## src/rtl/uart_tx_feeder_pkg.sv

```systemverilog
// Shared definitions for the UART transmit feeder.
// Holds the sequencer state encoding and width helpers.
package uart_tx_feeder_pkg;

  typedef enum logic [1:0] {
    IDLE = 2'd0,
    BUSY = 2'd1,
    GAP  = 2'd2
  } state_t;

  function automatic int CeilLog2(input int n);
    int r;
    r = 0;
    for (int i = 0; i < 31; i++) begin
      if ((1 << i) < n) r = i + 1;
    end
    return r;
  endfunction

endpackage

```

## src/rtl/uart_tx_feeder_if.sv

```systemverilog
// Producer/transmitter-facing bundle of the UART transmit feeder.
// The feeder uses the slave view; the surrounding logic drives master.
interface uart_tx_feeder_if #(
  parameter int WORD_LENGHT = 8,
  parameter int DEPTH = 8
);
  import uart_tx_feeder_pkg::*;

  localparam int CW = CeilLog2(DEPTH + 1);

  logic [WORD_LENGHT-1:0] wr_data;
  logic                   wr_en;
  logic                   flush;
  logic                   Tx_ready;
  logic [WORD_LENGHT-1:0] Tx_in;
  logic                   send;
  logic                   full;
  logic                   empty;
  logic [CW-1:0]          count;
  logic                   overflow;

  modport master (
    output wr_data,
    output wr_en,
    output flush,
    output Tx_ready,
    input  Tx_in,
    input  send,
    input  full,
    input  empty,
    input  count,
    input  overflow
  );

  modport slave (
    input  wr_data,
    input  wr_en,
    input  flush,
    input  Tx_ready,
    output Tx_in,
    output send,
    output full,
    output empty,
    output count,
    output overflow
  );

endinterface

```

## src/rtl/uart_tx_feeder_fifo_ram.sv

```systemverilog
// Word storage for the feeder FIFO.
// Synchronous write port, asynchronous (show-ahead) read port.
module fifo_ram
  import uart_tx_feeder_pkg::*;
#(
  parameter int WORD_LENGHT = 8,
  parameter int DEPTH = 8
) (
  input  logic                         clk,
  input  logic                         we,
  input  logic [CeilLog2(DEPTH)-1:0]   waddr,
  input  logic [WORD_LENGHT-1:0]       wdata,
  input  logic [CeilLog2(DEPTH)-1:0]   raddr,
  output logic [WORD_LENGHT-1:0]       rdata
);

  logic [WORD_LENGHT-1:0] mem [DEPTH];

  always_ff @(posedge clk) begin
    if (we) mem[waddr] <= wdata;
  end

  assign rdata = mem[raddr];

endmodule

```

## src/rtl/uart_tx_feeder.sv

```systemverilog
// FIFO-backed word feeder for a UART transmitter.
// Pops one word per frame and enforces an idle gap between frames.
module uart_tx_feeder
  import uart_tx_feeder_pkg::*;
#(
  parameter int WORD_LENGHT = 8,
  parameter int DEPTH = 8,
  parameter int GAP_CYCLES = 0
) (
  input logic clk,
  input logic rst,
  uart_tx_feeder_if.slave bus
);

  localparam int AW = CeilLog2(DEPTH);
  localparam int CW = CeilLog2(DEPTH + 1);
  localparam int GW = (GAP_CYCLES > 0) ?
                      CeilLog2(GAP_CYCLES + 1) : 1;

  localparam logic [CW-1:0] FULL_CNT = CW'(DEPTH);
  localparam logic [GW-1:0] GAP_LOAD = GW'(GAP_CYCLES);
  localparam logic [GW-1:0] GAP_ONE  = GW'(1);

  state_t state;
  state_t state_next;

  logic [AW-1:0] rd_ptr;
  logic [AW-1:0] wr_ptr;
  logic [CW-1:0] cnt;
  logic [GW-1:0] gap_cnt;
  logic [GW-1:0] gap_next;
  logic          ovf;
  logic          pop;
  logic          push;
  logic          drop;
  logic          is_full;
  logic          is_empty;

  assign is_full  = (cnt == FULL_CNT);
  assign is_empty = (cnt == '0);

  // Flush and reset both swallow any write in their cycle.
  assign push = rst && !bus.flush && bus.wr_en &&
                (!is_full || pop);
  assign drop = rst && !bus.flush && bus.wr_en &&
                is_full && !pop;

  always_comb begin
    state_next = state;
    gap_next   = gap_cnt;
    pop        = 1'b0;
    unique case (state)
      IDLE: begin
        if (rst && !is_empty && bus.Tx_ready && !bus.flush) begin
          pop        = 1'b1;
          state_next = BUSY;
        end
      end
      BUSY: begin
        if (bus.Tx_ready) begin
          if (GAP_CYCLES == 0) begin
            state_next = IDLE;
          end else begin
            state_next = GAP;
            gap_next   = GAP_LOAD;
          end
        end
      end
      GAP: begin
        if (gap_cnt <= GAP_ONE) begin
          state_next = IDLE;
          gap_next   = '0;
        end else begin
          gap_next = gap_cnt - GAP_ONE;
        end
      end
      default: begin
        state_next = IDLE;
      end
    endcase
  end

  always_ff @(posedge clk) begin
    if (!rst) begin
      state   <= IDLE;
      rd_ptr  <= '0;
      wr_ptr  <= '0;
      cnt     <= '0;
      gap_cnt <= '0;
      ovf     <= 1'b0;
    end else begin
      state   <= state_next;
      gap_cnt <= gap_next;
      if (drop) ovf <= 1'b1;
      if (bus.flush) begin
        rd_ptr <= '0;
        wr_ptr <= '0;
        cnt    <= '0;
      end else begin
        if (pop)  rd_ptr <= rd_ptr + 1'b1;
        if (push) wr_ptr <= wr_ptr + 1'b1;
        if (push && !pop) cnt <= cnt + 1'b1;
        else if (pop && !push) cnt <= cnt - 1'b1;
      end
    end
  end

  fifo_ram #(
    .WORD_LENGHT(WORD_LENGHT),
    .DEPTH(DEPTH)
  ) u_ram (
    .clk(clk),
    .we(push),
    .waddr(wr_ptr),
    .wdata(bus.wr_data),
    .raddr(rd_ptr),
    .rdata(bus.Tx_in)
  );

  assign bus.send     = pop;
  assign bus.full     = is_full;
  assign bus.empty    = is_empty;
  assign bus.count    = cnt;
  assign bus.overflow = ovf;

endmodule
```

## src/flat_wrapper.sv

```systemverilog
// flat-port wrapper written by rule: the top's interface ports become plain ports
module uart_tx_feeder_flat import uart_tx_feeder_pkg::*;
#(
  parameter int WORD_LENGHT = 8,
  parameter int DEPTH = 8,
  parameter int GAP_CYCLES = 0
)
  (clk, rst, bus_wr_data, bus_wr_en, bus_flush, bus_Tx_ready, bus_Tx_in, bus_send, bus_full, bus_empty, bus_count, bus_overflow);
  uart_tx_feeder_if #(.WORD_LENGHT(WORD_LENGHT), .DEPTH(DEPTH)) bus_i ();
  input logic clk;
  input logic rst;
  input wire logic [$bits(bus_i.wr_data)-1:0] bus_wr_data;
  input wire logic [$bits(bus_i.wr_en)-1:0] bus_wr_en;
  input wire logic [$bits(bus_i.flush)-1:0] bus_flush;
  input wire logic [$bits(bus_i.Tx_ready)-1:0] bus_Tx_ready;
  output wire logic [$bits(bus_i.Tx_in)-1:0] bus_Tx_in;
  output wire logic [$bits(bus_i.send)-1:0] bus_send;
  output wire logic [$bits(bus_i.full)-1:0] bus_full;
  output wire logic [$bits(bus_i.empty)-1:0] bus_empty;
  output wire logic [$bits(bus_i.count)-1:0] bus_count;
  output wire logic [$bits(bus_i.overflow)-1:0] bus_overflow;
  assign bus_i.wr_data = bus_wr_data;
  assign bus_i.wr_en = bus_wr_en;
  assign bus_i.flush = bus_flush;
  assign bus_i.Tx_ready = bus_Tx_ready;
  assign bus_Tx_in = bus_i.Tx_in;
  assign bus_send = bus_i.send;
  assign bus_full = bus_i.full;
  assign bus_empty = bus_i.empty;
  assign bus_count = bus_i.count;
  assign bus_overflow = bus_i.overflow;
  uart_tx_feeder #(.WORD_LENGHT(WORD_LENGHT), .DEPTH(DEPTH), .GAP_CYCLES(GAP_CYCLES)) u_core (.clk(clk), .rst(rst), .bus(bus_i));
endmodule
```

## config.mk

```make
export PLATFORM = sky130hd
export DESIGN_NAME = uart_tx_feeder_flat
export DESIGN_NICKNAME = d
export VERILOG_FILES = /design/src/rtl/uart_tx_feeder_pkg.sv /design/src/rtl/uart_tx_feeder_if.sv /design/src/rtl/uart_tx_feeder_fifo_ram.sv /design/src/rtl/uart_tx_feeder.sv /design/src/flat_wrapper.sv
export SDC_FILE = /design/constraint.sdc
export NUM_CORES = 1
export LEC_CHECK = 0
export ABC_CLOCK_PERIOD_IN_PS = 3150
export BUFFER_PORTS_ARGS = -buffer_cell sky130_fd_sc_hd__buf_2
export CAP_MARGIN = 15
export CORE_ASPECT_RATIO = 0.9
export CORE_MARGIN = 5
export CORE_UTILIZATION = 49
export CTS_BUF_LIST = sky130_fd_sc_hd__clkbuf_16
export DETAILED_ROUTE_END_ITERATION = 10
export PLACE_DENSITY = 0.64
export SLEW_MARGIN = 20
export SYNTH_ARGS = -nofsm -noshare
export SYNTH_HDL_FRONTEND = slang
export SYNTH_SLANG_ARGS = --single-unit
export TNS_END_PERCENT = 10
```

## constraint.sdc

```tcl
create_clock -name clk -period 3.15 [get_ports clk]
set_input_delay 0.63 -clock clk [delete_from_list [all_inputs] [get_ports clk]]
set_output_delay 0.63 -clock clk [all_outputs]
set_load 0.05 [all_outputs]
```

==> results.py, run 1 <==
metrics = {
    "synth": {
        "synth-seq-cells": 79,
        "async_flop_share": 0,
        "ys_types": 41,
        "yosys_warnings": 0,
        "synth_area_per_cell_um2": 17.8,
        "syn_area_um2": 3260,
        "synth_flop_cell": "edfxtp_1",
        "synth_edf_count": 64,
        "synth.net_count": 202,
        "synthCells": 183,
        "ys_seq_area_frac": 0.682,
    },
    "power_and_ir_drop": {
        "switchingPower_mw": 0.472,
        "p_leak_nw": 1.40,
        "seq_power_share": 0.472,
        "irDropWorstVdd_mv": 0.371,
        "internal_power_mw": 1.94,
        "power.density_nw_per_um2": 619,
        "swShare": 0.195,
        "pwr-share-clk": 0.488,
        "p_comb_frac": 0.039,
        "fin_total_pwr_mw": 2.41,
    },
    "global_routing": {
        "grt_pass1_vias": 1780,
        "grt_antenna_before_repair": 0,
        "grt_usage": 0.159,
        "gr-total-overflow": 0,
        "grt_pass1_wl_mm": 9.34,
        "grt_max_degree": 17,
    },
    "timing": {
        "setup_viol": 0,
        "max_freq_mhz": 368,
        "clock_skew_ns": 0.00350,
        "hold_ws_ns": 0.455,
        "worst_pin_slew_ns": 0.712,
        "slew_headroom": 0.525,
        "setup_ws_ns": 0.429,
        "fin_crit_sh": 0.864,
        "finalMaxSlewViolations": 0,
        "rsz0062_at_grt": "false",
        "setup_tns_ns": 0,
        "post-route-min-period_ns": 2.72,
        "hold_violations": 0,
    },
    "cts": {
        "cts_tree": "done",
        "cts-root-buf": "clkbuf_16",
        "cts_max_path_buffers": 2,
        "cts_buffers": 9,
        "ctsResizeCount": 0,
        "insertion_delay_ns": 0.33,
        "post_cts_buffers": 0,
        "path_clk_slew_ns": 0.06,
        "cts_hold_buf": 0,
        "h-tree-depth": 3,
        "cts.sinks": 79,
    },
    "critical_path": {
        "path_max_fanout": 6,
        "required_ns": 3.37,
        "cp-end-kind": "flop",
        "cp.arrival_ns": 2.95,
        "r2r_cells": 10,
        "crit_type": "flop to flop",
        "critPathLaunchType": "flop",
    },
    "routing": {
        "routed_wl_mm": 5.83,
        "drtIter0Drc": 83,
        "wl_per_cell_um": 18.2,
        "drt_pass1_iterations": 4,
        "remaining_drc_errors": 0,
        "vias": 1698,
        "ant_nets": 0,
        "post_drt_via_cell_ratio": 5.31,
    },
    "floorplan": {
        "die-area_um2": 8380,
        "initial_core_util": 0.500,
        "die_h_um": 87.4,
        "core_um2": 6520,
        "io_pins": 29,
        "die_x_um": 96.0,
        "row_count": 28,
    },
    "placed_design": {
        "port_buffers": 28,
        "dp_slack_ns": 0.379,
        "gp_congestion": 0.817,
        "dpl-instance-area_um2": 3550,
        "dp_hpwl_mm": 3.76,
        "dpl.cell_count": 304,
    },
    "hold_path": {
        "min_path_cells": 1,
        "hold_class": "flop to flop",
    },
    "status": {
        "status": "finished clean",
    },
    "final_layout": {
        "antennaDiodeCount": 0,
        "final_cell_area_um2": 3900,
        "drive_gt1_frac": 0.309,
        "layout.cells.non_filler": 320,
        "postLayoutCoreUtil": 0.598,
        "layout.nets": 244,
        "area_delta_synth_final_pct": 19.6,
    },
    "job": {
        "maxCapViolations": 0,
    },
}
power groups by stage:
stage / Clock, mW / Sequential, mW / Combinational, mW
CTS: 1.20 / 1.14 / 0.0956
detailed placement: 0 / 1.16 / 0.0953
global placement: 0 / 1.16 / 0.0908
finish: 1.18 / 1.14 / 0.0953
floorplan: 0 / 1.17 / 0.0562
global route: 1.26 / 1.14 / 0.103
synth_stat cells, drive strengths merged, types with 2 or more instances:
| cell type | n | area (µm²) |
|---|---|---|
| nand2b | 3 | 21.3 |
| nand2 | 8 | 30.0 |
| ha | 5 | 62.6 |
| o21ai | 2 | 13.8 |
| xor2 | 3 | 26.3 |
| nor4 | 2 | 12.5 |
| nand3 | 3 | 15.0 |
| edfxtp | 64 | 1920 |
| mux2 | 8 | 90.1 |
| nor2b | 2 | 12.5 |
| mux2i | 2 | 20.0 |
| dfxtp | 15 | 300 |
| nor2 | 15 | 56.3 |
| mux4 | 16 | 417 |
| a21oi | 3 | 15.0 |
| nor3 | 4 | 20.0 |
| inv | 4 | 15.0 |
| buf | 5 | 45.0 |
| xnor2 | 2 | 17.5 |
| clkbuf | 3 | 11.3 |
worst paths after layout:
check	from	end	slack, ns
max	u_core.bus.count[0]	u_core.bus.count[3]	0.43
min	u_core.rd_ptr[2]	u_core.rd_ptr[2]	0.46
max reg2reg	u_core.bus.count[0]	u_core.bus.count[3]	0.43
min reg2reg	u_core.rd_ptr[2]	u_core.rd_ptr[2]	0.46
critical path, stage by stage (launching register included):
cell and delay (ns):
dfxtp_1 0.40, or4b_4 0.61, o21ai_2 0.22, nor2_1 0.07, ha_1 0.23, inv_1 0.13, ha_1 0.29, a21oi_1 0.21
a211o_1 0.17, a211oi_1 0.06, a31o_2 0.22
sequential cells by signal, indices dropped and copies added (netlist names), named ones only:
name / cells
u_core.state: 1
u_core.bus.overflow: 1
u_core.u_ram.mem: 64
u_core.rd_ptr: 3
u_core.bus.count: 4
u_core.wr_ptr: 3
layer usage:
layer  share of wire  GRT usage
met3           0.039     0.0640
met4           0.013     0.0504
met5               0          0
met2            0.52      0.269
met1            0.42      0.184
cells by family (layout without fill, tap and decap cells):
| family | after synthesis | after routing | share of synthesized area |
|---|---|---|---|
| adders and majority gates | 6 | 6 | 0.0253 |
| DFF | 79 | 79 | 0.682 |
| AOI/OAI and AO/OA | 11 | 11 | 0.0234 |
| buffers and inverters | 12 | 59 | 0.0219 |
| and+or+nand+nor | 44 | 44 | 0.0722 |
| muxes | 26 | 26 | 0.162 |
| xor gates and xnor gates | 5 | 5 | 0.0134 |
area by class of cell:
| class | count | area [µm²] |
|---|---|---|
| fillers | 502 | 2620 |
| multi-input cells | 92 | 980 |
| well taps | 90 | 113 |
| inverters | 4 | 15.0 |
| clock buffers | 9 | 225 |
| flip-flops and latches | 79 | 2220 |
| clock inverters | 7 | 120 |
| repair buffers | 39 | 223 |
layout by cell type (no fill, tap or decap), types with 2 or more instances in the layout:
master and n:
bufinv_16 3, nand2_1 8, xor2_1 3, buf_2 28, xnor2_1 2, clkbuf_16 9, nand3_1 3, clkinv_4 2
mux2_2 8, edfxtp_1 64, nor2b_1 2, nor2_1 15, mux4_1 15, inv_1 4, buf_4 11, nor3_1 4
dfxtp_1 15, nand2b_1 2, a21oi_1 3, mux2i_1 2, ha_1 5
No activity file was read; power rests on OpenSTA's default activity.
==> run 2: changes to the inputs <==
- GPL_TIMING_DRIVEN: unset -> 0
==> run 2 against run 1 <==
  * Sequential power about the same
  * Design area down 0.22%
  * Power down 4.1%
  * Non-clock buffer count unchanged
  * Largest cell class unchanged
  * Global-route usage down 0.33 points
  * Critical path depth down 5
  * Largest power group is now registers
  * Setup slack worse by 0.094 ns
  * First-iteration DRC count up 14%
  * Sequential share of layout area up 0.13 points
==> results.py, run 2 (synthesis gave the netlist of run 1 again) <==
metrics = {
    "timing": {
        "max_freq_mhz": 355,
        "hold_violations": 0,
        "post-route-min-period_ns": 2.82,
        "finalMaxSlewViolations": 0,
        "rsz0062_at_grt": "false",
        "fin_crit_sh": 0.894,
        "setup_viol": 0,
        "clock_skew_ns": 0.00400,
        "slew_headroom": 0.388,
        "worst_pin_slew_ns": 0.913,
    },
    "power_and_ir_drop": {
        "fin_total_pwr_mw": 2.31,
        "power.density_nw_per_um2": 595,
        "p_leak_nw": 1.38,
        "irDropWorstVdd_mv": 0.306,
    },
    "hold_path": {
        "hp-start": "u_core.bus.overflow",
        "hold_class": "flop to flop",
        "hold_end": "u_core.bus.overflow",
        "min_path_cells": 1,
    },
    "final_layout": {
        "final_common_cell": "edfxtp_1",
        "postLayoutCoreUtil": 0.597,
        "drive_gt1_frac": 0.309,
        "fillers": 515,
        "multi_input_area_um2": 1010,
        "antennaDiodeCount": 0,
        "mostFrequentLayoutCells": "edfxtp_1, buf_2, nor2_1, mux4_1, dfxtp_1",
        "area_delta_synth_final_pct": 19.4,
        "seq_area_um2": 2220,
        "max_flop_register": "u_core.u_ram.mem",
        "largest_reg_flops": 64,
        "layout.nets": 244,
    },
    "critical_path": {
        "slowest_delay_ns": 0.36,
        "cp_num_buf_inv": 3,
        "critPathTopFamily": "buffers and inverters",
        "crit_type": "flop to output pin",
        "cp.arrival_ns": 2.19,
        "cp_common_cell": "buf_2",
        "worst_r2r_startpoint": "u_core.bus.count[0]",
        "path_max_fanout": 10,
        "critPathLaunchType": "flop",
        "r2r_cells": 10,
        "crit_chain": "clkbuf_1, buf_2, mux4_2, mux2_2, buf_2",
        "rr_endpoint": "u_core.bus.count[3]",
        "required_ns": 2.52,
        "r2r_slack_ns": 0.45,
        "slowest_stage": "clkbuf_1",
        "cp-end-kind": "output pin",
    },
    "cts": {
        "cts.sinks": 79,
        "path_clk_slew_ns": 0.06,
        "post_cts_buffers": 0,
        "h-tree-depth": 3,
        "ctsResizeCount": 0,
        "cts_tree": "done",
        "cts-root-buf": "clkbuf_16",
        "cts_max_path_buffers": 2,
        "insertion_delay_ns": 0.33,
        "cts_hold_buf": 0,
        "cts_buffers": 9,
    },
    "routing": {
        "vias": 1743,
        "drt_pass1_iterations": 4,
        "drtIter0Drc": 95,
        "post_drt_via_cell_ratio": 5.45,
        "wl_per_cell_um": 18.7,
        "ant_nets": 0,
        "routed_wl_mm": 5.97,
        "remaining_drc_errors": 0,
    },
    "placed_design": {
        "dp_hpwl_mm": 3.96,
        "port_buffers": 28,
        "gp_congestion": 0.727,
    },
    "floorplan": {
        "initial_core_util": 0.500,
        "io_pins": 29,
        "row_count": 28,
        "die-area_um2": 8380,
        "die_x_um": 96.0,
        "core_um2": 6520,
        "die_h_um": 87.4,
    },
    "global_routing": {
        "grt_pass1_wl_mm": 9.17,
        "grt_pass1_vias": 1720,
        "grt_antenna_before_repair": 0,
        "gr-total-overflow": 0,
        "grt_max_degree": 14,
        "grt_usage": 0.155,
    },
    "status": {
        "status": "finished clean",
    },
    "job": {
        "maxCapViolations": 0,
    },
}
[run 2: worst max path at each step]
stage	from	to	cells past startpoint
final	flop	bus_Tx_in[2]	5
after global routing	flop	bus_Tx_in[6]	5
after CTS	flop	bus_Tx_in[2]	5
after detailed placement	bus_flush	u_core.bus.count[3]	12
after global placement	bus_flush	u_core.u_ram.mem[1][1]	4
after floorplan	u_core.bus.count[0]	u_core.bus.count[3]	11
[run 2: report_power, final]
part | internal, mW | leakage, nW | switching (mW) | total (mW)
clock network | 0.687 | 0.154 | 0.391 | 1.08
logic | 0.0319 | 0.532 | 0.0642 | 0.0960
registers | 1.13 | 0.698 | 0.00597 | 1.14
[run 2: final cells by class]
| cell class | count | share of cell area |
|---|---|---|
| inverters | 4 | 0.00386 |
| repair buffers | 31 | 0.0418 |
| flip-flops and latches | 79 | 0.571 |
| plain buffers | 8 | 0.0145 |
| clock buffers | 9 | 0.0579 |
| clock inverters | 7 | 0.0228 |
| well taps | 90 | 0.0290 |
| multi-input cells | 92 | 0.259 |
[run 2: worst register-to-register path, cell delays in order, from the launching register on]
cell and delay [ns]:
dfxtp_1 0.39, or4b_4 0.61, o21ai_2 0.22, nor2_1 0.07, ha_1 0.23, inv_1 0.13, ha_1 0.29, a21oi_1 0.19
a211o_1 0.17, a211oi_1 0.07, a31o_2 0.23
[run 2: metrics by stage]
step | instance area, µm² | setup TNS [ns] | hold slack (ns) | worst slack (ns) | instances
floorplan | 3270 | 0 | 0.427 | 0.0815 | 183
global placement | 3530 | -0.687 | 0.445 | -0.0862 | 301
detailed placement | 3570 | 0 | 0.451 | 0.199 | 304
CTS | 3890 | 0 | 0.466 | 0.305 | 320
global route | 3890 | 0 | 0.494 | 0.221 | 320
finish | 3890 | 0 | 0.462 | 0.335 | 320
[run 2: metal layers]
metal | track usage | vias up | part of all wire
met1 | 0.198 | 875 | 0.44
met5 | 0 | - | 0
met2 | 0.251 | 39 | 0.50
met4 | 0.0762 | 0 | 0.019
met3 | 0.0346 | 14 | 0.040
li1 | - | 815 | -
==> run 3: changes to the inputs <==
- SYNTH_HIERARCHICAL: unset -> 1
==> run 3 against run 2 <==
  * Flip-flop and latch count fell by 3
  * Synthesized cell count fell by 4.9%
  * Utilization increased by 0.75 points
  * Combinational power is 2% lower
  * Design area down 3.4%
  * Critical path type unchanged
  * Critical endpoint is now bus_Tx_in[7]
  * Hold slack got worse by 0.0011 ns
==> results.py, run 3 <==
metrics = {
    "status": {
        "status": "finished clean",
    },
    "cts": {
        "insertion_delay_ns": 0.32,
        "ctsResizeCount": 0,
        "cts-root-buf": "clkbuf_16",
        "cts_buffers": 9,
        "path_clk_slew_ns": 0.06,
        "cts_hold_buf": 0,
        "cts_max_path_buffers": 2,
        "cts_tree": "done",
        "cts.sinks": 76,
        "post_cts_buffers": 0,
        "h-tree-depth": 3,
    },
    "timing": {
        "post-route-min-period_ns": 2.87,
        "fin_crit_sh": 0.912,
        "setup_viol": 0,
        "hold_ws_ns": 0.461,
        "rsz0062_at_grt": "false",
        "worst_pin_slew_ns": 0.991,
        "slew_headroom": 0.337,
        "clock_skew_ns": 0.00662,
        "finalMaxSlewViolations": 0,
        "max_freq_mhz": 348,
        "hold_violations": 0,
        "setup_tns_ns": 0,
    },
    "routing": {
        "post_drt_via_cell_ratio": 5.46,
        "drt_pass1_iterations": 4,
        "wl_per_cell_um": 19.2,
        "routed_wl_mm": 5.83,
        "drtIter0Drc": 89,
        "remaining_drc_errors": 0,
        "ant_nets": 0,
        "vias": 1660,
    },
    "power_and_ir_drop": {
        "power.density_nw_per_um2": 596,
        "irDropWorstVdd_mv": 0.361,
        "pwr-share-clk": 0.465,
        "swShare": 0.192,
        "fin_total_pwr_mw": 2.24,
        "internal_power_mw": 1.81,
        "switchingPower_mw": 0.430,
        "p_leak_nw": 1.31,
        "seq_power_share": 0.492,
        "p_comb_frac": 0.042,
    },
    "placed_design": {
        "port_buffers": 28,
        "gp_congestion": 0.729,
        "dpl.cell_count": 289,
        "dp_hpwl_mm": 3.86,
    },
    "critical_path": {
        "r2r_cells": 10,
        "cp_common_cell": "buf_2",
        "crit_chain": "clkbuf_1, buf_2, mux4_1, mux2_2, buf_2",
        "r2r_slack_ns": 0.34,
        "required_ns": 2.52,
        "slowest_delay_ns": 0.37,
        "worst_r2r_startpoint": "u_core/bus.count[0]",
        "critPathLaunchType": "flop",
        "path_max_fanout": 10,
        "slowest_stage": "mux4_1",
        "rr_endpoint": "u_core/bus.count[3]",
        "cp.arrival_ns": 2.24,
        "crit_type": "flop to output pin",
        "cp-end-kind": "output pin",
    },
    "synth": {
        "synthTopCellsByArea": "edfxtp_1, mux4_1, dfxtp_1",
        "synth_area_per_cell_um2": 18.3,
        "synth_top_area_cell": "edfxtp_1",
        "synth_edf_count": 64,
        "async_flop_share": 0,
        "ys_types": 36,
        "synth.most_common_cell": "edfxtp_1",
        "synth-seq-cells": 76,
        "synthCells": 174,
        "synth_flop_cell": "edfxtp_1",
        "syn_area_um2": 3180,
        "synth.net_count": 193,
        "yosys_warnings": 6,
        "synth_common_cells": "edfxtp_1, mux4_1, nor2_1",
        "ys_seq_area_frac": 0.681,
        "synth_top_area_share": 0.605,
    },
    "global_routing": {
        "grt_pass1_wl_mm": 9.32,
        "gr-total-overflow": 0,
        "grt_usage": 0.160,
        "grt_antenna_before_repair": 0,
        "grt_max_degree": 13,
        "grt_pass1_vias": 1728,
    },
    "final_layout": {
        "mostFrequentLayoutCells": "edfxtp_1, buf_2, nor2_1, mux4_1, dfxtp_1",
        "area_delta_synth_final_pct": 18.2,
        "largest_reg_flops": 64,
        "fillers": 475,
        "antennaDiodeCount": 0,
        "final_common_cell": "edfxtp_1",
        "layout.cells.non_filler": 304,
        "layout.nets": 232,
        "max_flop_register": "u_core/u_ram/mem",
        "drive_gt1_frac": 0.290,
    },
    "floorplan": {
        "die_x_um": 94.9,
        "die-area_um2": 8200,
        "row_count": 27,
        "core_um2": 6220,
        "die_h_um": 86.4,
        "initial_core_util": 0.511,
        "io_pins": 29,
    },
    "hold_path": {
        "min_path_cells": 1,
        "hold_class": "flop to flop",
        "hold_end": "u_core/rd_ptr[2]",
        "hp-start": "u_core/rd_ptr[2]",
    },
    "job": {
        "maxCapViolations": 0,
    },
}
[run 3: cell types whose count changed after synthesis, sizes merged]
cell    previous run  this run
dfxtp             15        12
inv                4         3
nand2              8         7
nand2b             3         5
nand3b             1         0
nand4b             1         0
nor3               4         2
nor3b              1         0
nor4               2         1
nor4b              0         1
or3                1         0
[run 3: routing by layer]
| layer | vias to the layer above | track usage | share of wire |
|---|---|---|---|
| li1 | 769 | - | - |
| met1 | 846 | 0.210 | 0.43 |
| met2 | 40 | 0.255 | 0.51 |
| met3 | 5 | 0.0356 | 0.051 |
| met4 | 0 | 0.0721 | 0.013 |
| met5 | - | 0 | 0 |
[run 3: critical path, delay by kind of cell, from the launching register on]
family / cells / cell delay, ns
flip-flops: 1 / 0.34
multiplexers: 2 / 0.66
buffers and inverters: 3 / 0.91
[run 3: layout make-up]
cell class | instances | area, µm² | share of cell area
Sequential cell | 76 | 2160 | 0.576
Multi-Input combinational cell | 87 | 972 | 0.259
Clock buffer | 9 | 225 | 0.0600
Timing Repair Buffer | 28 | 140 | 0.0373
Tap cell | 87 | 109 | 0.0290
Clock inverter | 6 | 80.1 | 0.0213
Buffer | 8 | 56.3 | 0.0150
Inverter | 3 | 11.3 | 0.00300
[run 3: cells by family (layout without fill, tap and decap cells)]
| kind of cell | after synthesis | after routing | share of synthesized area |
|---|---|---|---|
| AOI/OAI and AO/OA | 11 | 11 | 0.0280 |
| muxes | 26 | 26 | 0.166 |
| xor gates and xnor gates | 5 | 5 | 0.0138 |
| and+or+nand+nor | 39 | 39 | 0.0646 |
| buffers and inverters | 11 | 54 | 0.0213 |
| DFF | 76 | 76 | 0.681 |
| adders and majority gates | 6 | 6 | 0.0260 |
[run 3: stage by stage]
stage / setup WS [ns] / area [µm²] / utilization
floorplan: 0.0650 / 3190 / -
global placement: 0.102 / 3440 / 0.554
detailed placement: 0.156 / 3450 / 0.555
CTS: 0.236 / 3760 / 0.604
global route: 0.115 / 3760 / 0.604
finish: 0.276 / 3760 / 0.604
[run 3: power groups by stage]
stage               Clock, mW  Combinational (mW)  Sequential, mW
CTS                      1.06              0.0951            1.10
floorplan                   0              0.0557            1.13
global placement            0              0.0895            1.12
detailed placement          0              0.0945            1.12
global route             1.11               0.103            1.10
finish                   1.04              0.0943            1.10
[run 3: worst max-delay path by stage]
stage | start | to | slack, ns | depth (start not counted)
3_3_place_gp | bus_flush | u_core/u_ram/mem[0][6] | 0.10 | 6
2_1_floorplan | u_core/bus.count[0] | u_core/bus.count[3] | 0.06 | 11
6_report | u_core/rd_ptr[2] | bus_Tx_in[7] | 0.28 | 5
5_1_grt | u_core/rd_ptr[2] | bus_Tx_in[7] | 0.11 | 5
3_5_place_dp | bus_flush | u_core/bus.count[3] | 0.16 | 12
4_1_cts | u_core/rd_ptr[2] | bus_Tx_in[7] | 0.24 | 5
